[src/rtl/booth_pkg.sv]
// Shared types and sizing for the radix-8 Booth multiplier datapath.
package booth_pkg;

  localparam int unsigned N      = 23;
  localparam int unsigned NUM_PP = 9;
  localparam int unsigned PP_W   = N + 3;
  localparam int unsigned PROD_W = 2 * N + 2;
  localparam int unsigned ACC_W  = 3 * (NUM_PP - 1) + N + 6;
  localparam int unsigned ROW_W  = $clog2(NUM_PP + 1);

  // Booth select output: magnitude or its ones' complement, plus deferred +1.
  typedef struct packed {
    logic [PP_W-1:0] pp;
    logic            sign;
  } t_bs_comp_out;

  typedef enum logic {
    ACC = 1'b0,
    OUT = 1'b1
  } t_acc_state;

endpackage

[src/rtl/booth_pp_row_extend.sv]
// Turns one Booth row into its weighted accumulator term:
// sign-extend, apply the deferred +sign correction, shift by 3*row.
module booth_pp_row_extend
  import booth_pkg::*;
(
  input  t_bs_comp_out     pp_i,
  input  logic [ROW_W-1:0] row_i,
  output logic [ACC_W-1:0] term_o
);

  localparam int unsigned SH_W = ROW_W + 2;

  logic [ACC_W-1:0] ext_c;
  logic [SH_W-1:0]  shamt_c;

  always_comb begin
    ext_c   = {{(ACC_W - PP_W - 1){pp_i.sign}}, pp_i.sign, pp_i.pp} + ACC_W'(pp_i.sign);
    shamt_c = SH_W'(row_i) + SH_W'({row_i, 1'b0});
    term_o  = ext_c << shamt_c;
  end

endmodule

[src/rtl/booth_pp_accumulator.sv]
// Accumulates NUM_PP Booth rows per multiply and hands the unsigned
// mantissa product to the normalisation stage with a valid/ready handshake.
module booth_pp_accumulator
  import booth_pkg::*;
(
  input  logic              clk,
  input  logic              rst_n,
  input  logic              i_flush,
  input  logic              i_pp_valid,
  output logic              o_pp_ready,
  input  t_bs_comp_out      i_pp,
  output logic              o_prod_valid,
  input  logic              i_prod_ready,
  output logic [PROD_W-1:0] o_prod,
  output logic [ROW_W-1:0]  o_row_cnt
);

  localparam logic [ROW_W-1:0] LAST_ROW = ROW_W'(NUM_PP - 1);

  t_acc_state        state_q;
  logic [ACC_W-1:0]  acc_q;
  logic [ACC_W-1:0]  acc_d;
  logic [ACC_W-1:0]  term_c;
  logic [ROW_W-1:0]  row_cnt_q;
  logic              pp_ready_q;
  logic              prod_valid_q;
  logic [PROD_W-1:0] prod_q;

  booth_pp_row_extend u_row_extend (
    .pp_i   (i_pp),
    .row_i  (row_cnt_q),
    .term_o (term_c)
  );

  // Upper bits above PROD_W wrap silently; legal Booth rows never reach them.
  always_comb acc_d = acc_q + term_c;

  always_ff @(posedge clk or negedge rst_n) begin
    if (!rst_n) begin
      state_q      <= ACC;
      acc_q        <= '0;
      row_cnt_q    <= '0;
      pp_ready_q   <= 1'b1;
      prod_valid_q <= 1'b0;
      prod_q       <= '0;
    end else if (i_flush) begin
      state_q      <= ACC;
      acc_q        <= '0;
      row_cnt_q    <= '0;
      pp_ready_q   <= 1'b1;
      prod_valid_q <= 1'b0;
    end else if (state_q == ACC) begin
      if (i_pp_valid && pp_ready_q) begin
        acc_q     <= acc_d;
        row_cnt_q <= row_cnt_q + ROW_W'(1);
        if (row_cnt_q == LAST_ROW) begin
          state_q      <= OUT;
          pp_ready_q   <= 1'b0;
          prod_valid_q <= 1'b1;
          prod_q       <= acc_d[PROD_W-1:0];
        end
      end
    end else begin
      if (i_prod_ready) begin
        state_q      <= ACC;
        acc_q        <= '0;
        row_cnt_q    <= '0;
        pp_ready_q   <= 1'b1;
        prod_valid_q <= 1'b0;
      end
    end
  end

  assign o_pp_ready   = pp_ready_q;
  assign o_prod_valid = prod_valid_q;
  assign o_prod       = prod_q;
  assign o_row_cnt    = row_cnt_q;

endmodule

[config.mk]
export PLATFORM = sky130hd
export DESIGN_NAME = booth_pp_accumulator
export DESIGN_NICKNAME = d
export VERILOG_FILES = /design/src/rtl/booth_pkg.sv /design/src/rtl/booth_pp_row_extend.sv /design/src/rtl/booth_pp_accumulator.sv
export SDC_FILE = /design/constraint.sdc
export NUM_CORES = 1
export LEC_CHECK = 0
export BUFFER_PORTS_ARGS = -buffer_cell sky130_fd_sc_hd__buf_2
export CAP_MARGIN = 20
export CORE_MARGIN = 2
export CORE_UTILIZATION = 29
export DETAILED_ROUTE_END_ITERATION = 12
export GPL_TIMING_DRIVEN = 0
export PLACE_DENSITY = 0.49
export SLEW_MARGIN = 20
export SYNTH_ARGS = -nofsm -noshare
export SYNTH_HDL_FRONTEND = slang
export SYNTH_SLANG_ARGS = --single-unit
[constraint.sdc]
create_clock -name clk -period 8.35 [get_ports clk]
set_clock_uncertainty 0.2 [all_clocks]
set_input_delay 0.4175 -clock clk [delete_from_list [all_inputs] [get_ports clk]]
set_output_delay 0.4175 -clock clk [all_outputs]
set_load 0.005 [all_outputs]
Word level (Yosys, flattened, before mapping)
Index checks and enable logic that the tools add are counted.

cells by class
  add/subtract/negate cells = 4
  multiplexer cells = 23
  reduce and logical (&&, ||, !) cells = 6
  bitwise logic cells = 2
  equality and inequality tests = 2
  shifts and indexed selects = 1

operators by type and width
  cell                                          number
  two-way mux 53 bit                            4
  adder 53 bit                                  1
  left shift 53 x 6 -> 53 bit                   1
  adder 27 x 2 -> 28 bit                        1
  two-way mux 4 bit                             4
  two-way mux 1 bit                             15
  adder 4 x 5 -> 6 bit                          1
  nonzero test 3 bit                            2
  adder 4 x 1 -> 4 bit, second input constant   1
  equality test 4 bit, second input constant    1
  AND reduction 4 bit                           1
  inequality test 3 bit, second input constant  1
  AND reduction 3 bit                           1
  NOT 1 bit                                     2
  AND reduction 2 bit                           1
  logical AND 1 bit                             1

storage, ports and cells
  register bits = 108
  word-level logic and storage cells = 44
  input bits = 32

Depth between registers and ports, before layout
Gate-level depths: netlist of run 1.

  depth in word-level cells = 6
  depth in mapped cells = 26
  mapped depth without buffers = 23

Cells and area by module
A second synthesis of run 1 with hierarchy kept.

second synthesis, totals
  cell total of the unflattened synthesis = 1319
  area total of the unflattened synthesis = 10318.6 µm²

by module, submodules not included
  module                cells an instance  area an instance (µm²)  times used
  booth_pp_accumulator  721                6613.8                  1
  booth_pp_row_extend   598                3704.8                  1

Worst setup path before layout of run 1
Ideal clock, no wire load.

  path kind = reg-to-reg
  start = register row_cnt_q[0], in the netlist o_row_cnt[0]
  end = register prod_q[46], in the netlist o_prod[46]
  library setup time = 0.125 ns
  buffers on the path = 6
  required time = 8.025 ns
  stages on the path, launching flop included = 26
  period minus slack after synthesis = 6.016 ns
  slack = 2.334 ns
  data arrival time = 5.691 ns
  path through = dfrtp_1 -> clkbuf_1 -> clkinv_1 -> clkbuf_1 -> buf_1 -> ha_1 -> inv_1 -> buf_1 -> clkbuf_1 -> mux4_2 -> nor2_1 -> a21oi_1 -> a21oi_1 -> nor2_1 -> ha_1 -> clkbuf_1 -> a21o_1 -> a21o_1 -> a2111oi_0 -> nor3_1 -> a41o_1 -> a2bb2oi_1 -> a21oi_1 -> a221oi_1 -> xnor2_1 -> mux2_2

on the way
  word-level cells in the longest chain between the ends = 3

RTL lines
  element                      line                        source
  from (decl)                  booth_pp_accumulator.sv:24  logic [ROW_W-1:0] row_cnt_q;
  from (signal assigned)       booth_pp_accumulator.sv:55  row_cnt_q <= row_cnt_q + ROW_W'(1);
  adder 4 x 5 -> 6 bit         booth_pp_row_extend.sv:18   shamt_c = SH_W'(row_i) + SH_W'({row_i, 1'b0});
  left shift 53 x 6 -> 53 bit  booth_pp_row_extend.sv:19   term_o = ext_c << shamt_c;
  adder 53 bit                 booth_pp_accumulator.sv:36  always_comb acc_d = acc_q + term_c;
  to (signal assigned)         booth_pp_accumulator.sv:60  prod_q <= acc_d[PROD_W-1:0];
  to (decl)                    booth_pp_accumulator.sv:27  logic [PROD_W-1:0] prod_q;

Several ways; a longest one is shown, not always the timed one.
A chain may end at the register's enable or synchronous reset.

Worst setup path after layout of run 1
  start = register row_cnt_q[0], in the netlist o_row_cnt[0]
  end = register prod_q[35], in the netlist o_prod[35]

Same word-level chain as after synthesis.

==> results of run 1 <==
state kept, by name, summed over array words and instances, names as in the netlist:
register	cells
o_prod_valid	1
state_q	1
acc_q	48
o_pp_ready	1
o_prod	48
o_row_cnt	4
metal layers:
layer	global-route usage, %	vias to the layer above	part of all wire, %
li1	-	4672	-
met1	27.7	4636	47
met2	32.5	287	45
met3	3.13	57	5.0
met4	8.13	0	3.5
met5	0	-	0
cell type report:
| class | count | area [um2] |
|---|---|---|
| fillers | 3493 | 21700 |
| multi-input cells | 1011 | 6570 |
| flip-flops and latches | 103 | 2580 |
| well taps | 442 | 553 |
| repair buffers | 81 | 439 |
| plain buffers | 77 | 314 |
| clock buffers | 11 | 233 |
| inverters | 25 | 93.8 |
| clock inverters | 3 | 21.3 |
per-stage QoR:
stage | cell area (um2) | power, mW | util [%] | hold WS (ns) | std cells
final | 10800 | 2.46 | 33.3 | 0.108 | 1753
after global placement | 10500 | 2.04 | 32.3 | 0.258 | 1737
after CTS | 10800 | 2.46 | 33.2 | 0.0969 | 1753
after detailed placement | 10500 | 2.04 | 32.4 | 0.163 | 1738
after global routing | 10800 | 2.65 | 33.3 | 0.129 | 1753
after floorplan | 9540 | 1.68 | - | -0.0781 | 1216
power by group through the flow:
| stage | logic (mW) | clock network [mW] | registers [mW] |
|---|---|---|---|
| after floorplan | 1.06 | 0 | 0.618 |
| after global placement | 1.41 | 0 | 0.633 |
| after detailed placement | 1.41 | 0 | 0.632 |
| after CTS | 1.42 | 0.420 | 0.624 |
| after global routing | 1.58 | 0.436 | 0.634 |
| final | 1.43 | 0.404 | 0.625 |
worst min-delay path by stage:
stage	cells past startpoint	from	endpoint	slack, ns
3_5_place_dp	1	rst_n	o_prod[21]	0.16
3_3_place_gp	2	o_prod[13]	o_prod[13]	0.26
6_report	3	i_prod_ready	o_pp_ready	0.11
4_1_cts	3	i_prod_ready	o_pp_ready	0.1
5_1_grt	2	i_flush	o_pp_ready	0.13
2_1_floorplan	0	rst_n	acc_q[0]	-0.08
placed cells by master (no fill, tap or decap), types with 27 or more instances in the layout:
master / count
mux2i_1: 27
xnor2_1: 38
o21ai_0: 77
dfrtp_1: 102
nand2_1: 206
nor2_1: 89
buf_2: 87
a21o_1: 36
clkbuf_1: 55
a22o_1: 40
ha_1: 55
a21oi_1: 84
worst max-delay path, delay by kind of cell (launching register included):
family                     cells  cell delay, ns
AOI/OAI and AO/OA              8            2.94
buffers and inverters          7            2.21
muxes                          3            0.75
adders and majority gates      2            0.68
DFF                            1            0.42
and+or+nand+nor                1            0.24
xor gates and xnor gates       1            0.12
what timing repair did:
| item | in CTS | in global routing |
|---|---|---|
| setup endpoints to repair | 0 | 21 |
| hold buffers | 1 | 0 |
| endpoints found under the hold margin | 39 | 0 |
| gates resized for setup | 0 | 6 |
cells by family (layout without fill, tap and decap cells):
kind of cell	count (synthesis)	after routing	share of synthesized area, %
adders and majority gates	57	57	7.63
and+or+nand+nor	456	456	22.5
DFF	103	103	27.0
xor gates and xnor gates	54	54	4.96
muxes	52	52	6.02
AOI/OAI and AO/OA	392	392	27.7
buffers and inverters	102	197	4.25
==> impl_metrics.json, run 1 <==
{
  "power_leakage_nw": 5.09,
  "die_w_um": 185,
  "critical_path_required_ns": 8.41,
  "post-route-period-util_pct": 92.3,
  "port-buffer-count": 79,
  "diodes": 0,
  "cp-end-kind": "flop",
  "areaGrowthSynthToFinish_pct": 13.2,
  "core.rowCount": 66,
  "grt_pass1_wl_um": 54000,
  "critical_path_arrival_ns": 7.77,
  "drt-initial-drc-count": 780,
  "htreeDepth": 3,
  "finalMaxSlewViolations": 0,
  "p_sw_share_pct": 46.4,
  "cp-startpoint": "o_row_cnt[0]",
  "powerDensity_nw_per_um2": 228,
  "intPower_mw": 1.32,
  "cp_max_fo": 10,
  "die-area_um2": 34400,
  "finalSetupViolations": 0,
  "drc": 0,
  "routed_wl_um": 34500,
  "synth_nets": 1305,
  "clk_pin_slew_worst_paths_ns": 0.07,
  "crit_path_start_kind": "flop",
  "synthArstFlopShare_pct": 100,
  "yosysTopAreaCell": "dfrtp_1",
  "synth_area_um2": 9540,
  "dr.pass1.iters": 5,
  "yosysMostFrequentCell": "nand2_1",
  "dieHeight_um": 185,
  "ir_drop_mv": 0.106,
  "cp_slowest_stage_delay_ns": 0.57,
  "yosysSeqAreaShare_pct": 27.0,
  "ys_seq_elements": 103,
  "grt_pass1_vias": 9235,
  "final_hold_viol_count": 0,
  "path_cells": "clkbuf_2 > clkinv_1 > clkbuf_1 > buf_1 > ha_1 > inv_1 > buf_1 > mux2i_1 > mux2_2 > o21ai_0 > and2_1 > ha_1 > a2111oi_0 > inv_1 > o211a_1 > a221oi_2 > o21ai_0 > a31oi_1 > o21ai_0 > a21oi_1 > xnor2_1 > mux2_2",
  "p_sw_mw": 1.14,
  "cts_setup_buffers": 0,
  "synth_cell_types": 79,
  "ios": 86,
  "ys_warn_count": 0,
  "worstMarginPinSlew_ns": 1.06,
  "vias": 9652,
  "dp_hpwl_um": 27000,
  "fp.coreArea_um2": 32500,
  "final_layout_size_suffix_gt1_share_pct": 11.6,
  "fin_ws_ns": 0.646,
  "fin_nets": 1397,
  "period_minus_slack_ns": 7.70,
  "initial_core_util_pct": 29.4,
  "setup_tns_ns": 0,
  "rrSetupSlack_ns": 0.65,
  "pwr-share-comb_pct": 58.2,
  "clkPwrFrac_pct": 16.4,
  "hold_class": "input pin to flop",
  "dp_worst_setup_slack_ns": 0.277,
  "synth_common_cells": "206 x nand2_1, 102 x dfrtp_1, 89 x nor2_1",
  "grt_max_degree": 65,
  "cts_made_buffers": 9,
  "r2r-start": "o_row_cnt[0]",
  "clock-sinks": 103,
  "r2r-end": "o_prod[35]",
  "avgSynthCellArea_um2": 7.85,
  "status": "finished, final reports clean",
  "slew_headroom_pct": 28.5,
  "seq_power_share_pct": 25.4,
  "r2r_cells": 22,
  "cp_common_cell": "o21ai_0",
  "cts_buffer_depth": 2,
  "grt_use_total_pct": 20.4,
  "rsz0062_at_grt": "false",
  "gr-total-overflow": 0,
  "yosysTopAreaCellShare_pct": 26.7,
  "via_per_inst": 5.51,
  "cp-endpoint": "o_prod[35]",
  "cts_tree": "built",
  "timing.fmax_ghz": 0.130,
  "yosys-top-cells-area": "dfrtp_1 27%, nand2_1 8.1%, ha_1 7.2%",
  "synth_flop_cell": "dfrtp_1",
  "crit_type": "flop to flop",
  "postSynthCellCount": 1216,
  "antenna_found_initial": 0,
  "root_buffer": "clkbuf_16",
  "ant_nets": 0,
  "place_congestion": 0.958,
  "slowest_stage": "a2111oi_0",
  "clk_latency_ns": 0.37,
  "max_cap_viol_count": 0,
  "wl_per_cell_um": 19.7,
  "synth_edf_count": 0
}
No activity file was read; power rests on OpenSTA's default activity.
==> run 2: changes to the inputs <==
--- a/config.mk
+++ b/config.mk
@@ -11,7 +11,7 @@
 export CORE_UTILIZATION = 29
 export DETAILED_ROUTE_END_ITERATION = 12
 export GPL_TIMING_DRIVEN = 0
-export PLACE_DENSITY = 0.49
+export PLACE_DENSITY = 0.5
 export SLEW_MARGIN = 20
 export SYNTH_ARGS = -nofsm -noshare
 export SYNTH_HDL_FRONTEND = slang
==> constraint.sdc (replaced) <==
create_clock -name clk -period 6.6 [get_ports clk]
set_clock_uncertainty 0.2 [all_clocks]
set_input_delay 0.33 -clock clk [delete_from_list [all_inputs] [get_ports clk]]
set_output_delay 0.33 -clock clk [all_outputs]
set_load 0.005 [all_outputs]
==> impl_metrics.json, run 2 (synthesis results as in run 1) <==
{
  "status": "finished, final reports clean",
  "period_minus_slack_ns": 6.32,
  "vias": 9675,
  "cts_buffer_depth": 2,
  "path_cells": "buf_4 > clkinv_2 > buf_2 > clkbuf_4 > ha_1 > inv_2 > clkbuf_4 > clkbuf_4 > mux4_2 > nor2_1 > a21oi_1 > a21oi_1 > nor2_2 > ha_1 > a21o_1 > a21o_1 > a2111oi_1 > nor3_1 > a41o_1 > a2bb2oi_1 > a21oi_2 > a221oi_2 > xnor2_1 > mux2_2",
  "fin_nets": 1399,
  "core.rowCount": 66,
  "crit_type": "flop to flop",
  "place_congestion": 0.941,
  "use_met2_pct": 32.5,
  "cp-end-kind": "flop",
  "hold_class": "input pin to flop",
  "cp_common_cell": "clkbuf_4",
  "dieHeight_um": 185,
  "die_w_um": 185,
  "final_layout_size_suffix_gt1_share_pct": 14.4,
  "cp_max_fo": 10,
  "critical_path_arrival_ns": 6.37,
  "ios": 86,
  "ff_latch_area_um2": 2580,
  "holdWs_ns": 0.0284,
  "post-route-period-util_pct": 95.8,
  "met1_usage_pct": 27.2,
  "dp_hpwl_um": 26900,
  "dr.pass1.iters": 7,
  "clk_latency_ns": 0.36,
  "worstMarginPinSlew_ns": 0.923,
  "slew_headroom_pct": 38.0,
  "areaGrowthSynthToFinish_pct": 15.5,
  "finalMaxSlewViolations": 0,
  "grt_use_total_pct": 20.1,
  "die-area_um2": 34400,
  "final_hold_viol_count": 0,
  "timing.fmax_ghz": 0.158,
  "clock-sinks": 103,
  "crit_path_start_kind": "flop",
  "max_cap_viol_count": 0,
  "powerDensity_nw_per_um2": 291,
  "fp.coreArea_um2": 32500,
  "clk_pin_slew_worst_paths_ns": 0.07,
  "wl_per_cell_um": 19.5,
  "fin_area_um2": 11000,
  "drc": 0,
  "drt-initial-drc-count": 795,
  "htreeDepth": 3,
  "root_buffer": "clkbuf_16",
  "use_met3_pct": 2.65,
  "crit_family": "compound AO/OA/AOI/OAI gates",
  "cts_made_buffers": 9,
  "power_leakage_nw": 5.21,
  "busiest_layer": "met2",
  "grt_pass1_wl_um": 52900,
  "initial_core_util_pct": 29.4,
  "grt_max_degree": 62,
  "crit_buf_inv": 7,
  "ant_nets": 0,
  "via_per_inst": 5.51,
  "postPlaceCellArea_um2": 10500,
  "final_cell_mix": "206 x nand2_1, 102 x dfrtp_1, 90 x buf_2",
  "routed_wl_um": 34200,
  "finalSetupViolations": 0,
  "diodes": 0,
  "cts_tree": "built",
  "multi_input_area_um2": 6700,
  "setup_tns_ns": 0,
  "nFillCells": 3512,
  "finalPower_mw": 3.21,
  "final_common_cell": "nand2_1",
  "port-buffer-count": 79,
  "gr-total-overflow": 0,
  "critical_path_required_ns": 6.65,
  "slowest_stage": "ha_1",
  "grt_pass1_vias": 9126,
  "ir_drop_mv": 0.130,
  "rrSetupSlack_ns": 0.28,
  "antenna_found_initial": 0,
  "cp_slowest_stage_delay_ns": 0.45
}
## run 2: cell types whose count changed in the layout (fill, tap and decap cells not counted), sizes merged
cell	previous run	this run
clkinv	2	5
buf	102	103
bufinv	0	1
clkinvlp	1	0
## run 2: worst paths after layout
path	start	end	depth (start not counted)
setup / recovery	o_row_cnt[0]	o_prod[46]	24
hold / removal	i_flush	o_pp_ready	2
hold reg to reg	o_prod[3]	o_prod[3]	2
min in group asynchronous	rst_n	o_prod[22]	2
max in group asynchronous	rst_n	acc_q[44]	3
setup reg to reg	o_row_cnt[0]	o_prod[46]	24
## run 2: area by class of cell
class / instances / area share (%)
Multi-Input combinational cell: 1011 / 60.8
Sequential cell: 103 / 23.4
Tap cell: 442 / 5.02
Timing Repair Buffer: 84 / 4.30
Buffer: 76 / 3.03
Clock buffer: 10 / 2.08
Inverter: 25 / 0.863
Clock inverter: 6 / 0.534
## run 2: metrics by stage
stage	setup slack (ns)	util, %	std cells
finish	0.276	34.0	1757
global route	-0.0779	34.0	1757
CTS	0.00838	33.5	1755
detailed placement	-1.46	32.4	1738
global placement	-1.55	32.3	1737
floorplan	0.584	-	1216
## run 2: what timing repair did
item                                    4_1_cts  5_1_grt
resized for setup                            18       41
buffers inserted                              0        3
pin swaps                                     0        3
hold buffers                                  1        0
endpoints found under the setup margin       68       42
hold endpoints to repair                     41        0
## run 2: report_power, final
group          switching (mW)  internal, mW
logic                    1.15         0.720
registers              0.0636         0.726
clock network           0.255         0.294
## run 2: layer usage
layer / wire length (um) / up-vias / share of wire (%)
met5: 0 / - / 0
met4: 1090 / 0 / 3.2
met3: 1620 / 57 / 4.7
met2: 15600 / 282 / 46
met1: 15900 / 4652 / 46
li1: - / 4684 / -
==> run 3: changes to the inputs <==
--- a/config.mk
+++ b/config.mk
@@ -11,7 +11,7 @@
 export CORE_UTILIZATION = 29
 export DETAILED_ROUTE_END_ITERATION = 12
 export GPL_TIMING_DRIVEN = 0
-export PLACE_DENSITY = 0.5
+export PLACE_DENSITY = 0.49
 export SLEW_MARGIN = 20
 export SYNTH_ARGS = -nofsm -noshare
 export SYNTH_HDL_FRONTEND = slang
==> constraint.sdc (replaced) <==
create_clock -name clk -period 7 [get_ports clk]
set_clock_uncertainty 0.2 [all_clocks]
set_input_delay 0.35 -clock clk [delete_from_list [all_inputs] [get_ports clk]]
set_output_delay 0.35 -clock clk [all_outputs]
set_load 0.005 [all_outputs]
==> impl_metrics.json, run 3 (synthesis results as in run 1) <==
{
  "status": "finished, final reports clean",
  "p_sw_mw": 1.37,
  "core.rowCount": 66,
  "root_buffer": "clkbuf_16",
  "critical_path_required_ns": 7.06,
  "die-area_um2": 34400,
  "vias": 9689,
  "fp.coreArea_um2": 32500,
  "finish.utilization_pct": 33.5,
  "powerDensity_nw_per_um2": 272,
  "rsz0062_at_grt": "false",
  "port-buffer-count": 79,
  "max_cap_viol_count": 0,
  "cp_max_fo": 10,
  "finalSetupViolations": 0,
  "die_w_um": 185,
  "dp_hpwl_um": 27000,
  "drc": 0,
  "timing.fmax_ghz": 0.150,
  "initial_core_util_pct": 29.4,
  "postPlaceCellArea_um2": 10500,
  "clock-sinks": 103,
  "p_sw_share_pct": 46.4,
  "pwr-share-comb_pct": 58.4,
  "final_cell_mix": "206 x nand2_1, 102 x dfrtp_1, 89 x buf_2, 89 x nor2_1, 83 x a21oi_1",
  "holdWs_ns": 0.0423,
  "cp-end-kind": "flop",
  "fin_nets": 1395,
  "dr.pass1.iters": 7,
  "routed_wl_um": 34400,
  "antenna_found_initial": 0,
  "seq_power_share_pct": 25.3,
  "critical_path_arrival_ns": 6.74,
  "clk_latency_ns": 0.37,
  "grt_pass1_vias": 9251,
  "ios": 86,
  "cts_tree": "built",
  "ir_drop_mv": 0.126,
  "cts_buffer_depth": 2,
  "grt_use_total_pct": 20.4,
  "via_per_inst": 5.53,
  "wl_per_cell_um": 19.7,
  "intPower_mw": 1.58,
  "grt_max_degree": 65,
  "htreeDepth": 3,
  "final_hold_viol_count": 0,
  "cts_made_buffers": 9,
  "finalPower_mw": 2.95,
  "gr-total-overflow": 0,
  "drt-initial-drc-count": 751,
  "final_common_cell": "nand2_1",
  "clk_pin_slew_worst_paths_ns": 0.07,
  "fin_area_um2": 10900,
  "hold_class": "input pin to flop",
  "finalMaxSlewViolations": 0,
  "crit_type": "flop to flop",
  "clkPwrFrac_pct": 16.4,
  "dieHeight_um": 185,
  "areaGrowthSynthToFinish_pct": 13.8,
  "nFillCells": 3492,
  "final_layout_size_suffix_gt1_share_pct": 12.8,
  "slew_headroom_pct": 33.1,
  "grt_pass1_wl_um": 54000,
  "power_leakage_nw": 5.13,
  "period_minus_slack_ns": 6.68,
  "post-route-period-util_pct": 95.5,
  "diodes": 0,
  "place_congestion": 0.958,
  "ant_nets": 0,
  "crit_path_start_kind": "flop",
  "worstMarginPinSlew_ns": 0.997
}
run 3: cell types whose count changed in the layout (fill, tap and decap cells not counted), moves of 3 or more:
cell | before | now
buf_4 | 6 | 3
a211oi_1 | 11 | 14
clkbuf_4 | 3 | 0
a2111oi_0 | 0 | 3
a21oi_2 | 5 | 2
a21oi_1 | 80 | 83
a211oi_2 | 5 | 2
clkinv_2 | 5 | 1
run 3: worst max-delay path: stages (launching register included):
cell       delay, ns
dfrtp_1         0.45
ha_1            0.26
fa_1            0.61
buf_2           0.29
buf_1           0.38
clkbuf_2        0.30
o21ai_0         0.12
o21ai_1         0.37
nor2_1          0.08
nor2_1          0.45
nor2_1          0.14
ha_1            0.35
and2_1          0.19
a221o_1         0.33
a31oi_1         0.22
o221ai_1        0.24
o21ai_2         0.30
a2bb2oi_1       0.32
a21oi_1         0.22
a221oi_1        0.34
xnor2_1         0.12
mux2_2          0.27
run 3: per-stage QoR:
step	std cells	worst slack (ns)	TNS (ns)
finish	1751	0.318	0
CTS	1751	0.0916	0
floorplan	1216	0.984	0
global route	1751	0.0122	0
global placement	1737	-1.19	-35.11
detailed placement	1738	-1.07	-33.24
run 3: area by class of cell:
| cell class | instances | area, um2 | area share (%) |
|---|---|---|---|
| Timing Repair Buffer | 81 | 439 | 4.05 |
| Inverter | 25 | 100 | 0.922 |
| Clock buffer | 11 | 233 | 2.14 |
| Buffer | 75 | 315 | 2.90 |
| Tap cell | 442 | 553 | 5.09 |
| Multi-Input combinational cell | 1011 | 6620 | 60.9 |
| Clock inverter | 3 | 21.3 | 0.196 |
| Sequential cell | 103 | 2580 | 23.8 |
run 3: worst paths after layout:
kind,from,endpoint,slack [ns],depth (start not counted)
worst max register to register,o_row_cnt[1],o_prod[46],0.32,21
max in group asynchronous,rst_n,o_pp_ready,5.62,3
worst min register to register,o_prod[4],o_prod[4],0.27,2
worst max-delay path,o_row_cnt[1],o_prod[46],0.32,21
worst min-delay path,i_prod_ready,o_pp_ready,0.04,3
min in group asynchronous,rst_n,o_prod[23],0.24,2
run 3: routing by layer:
layer,share of wire (%),GRT usage [%],up-vias
met5,0,0,-
met4,3.5,8.13,0
met3,5.3,3.13,62
met2,45,32.5,289
met1,46,27.7,4660
li1,-,-,4678
run 3: what timing repair did:
action                                  4_1_cts  5_1_grt
hold buffers                                  1        0
resized for setup                             7       23
endpoints found under the setup margin       58       37
endpoints found under the hold margin        39        0
setup buffers                                 0        0
run 3: power by group through the flow:
| stage | sequential, mW | clock (mW) | combinational (mW) |
|---|---|---|---|
| global placement | 0.755 | 0 | 1.68 |
| finish | 0.745 | 0.482 | 1.72 |
| global route | 0.757 | 0.520 | 1.91 |
| floorplan | 0.737 | 0 | 1.26 |
| CTS | 0.745 | 0.501 | 1.69 |
| detailed placement | 0.754 | 0 | 1.68 |
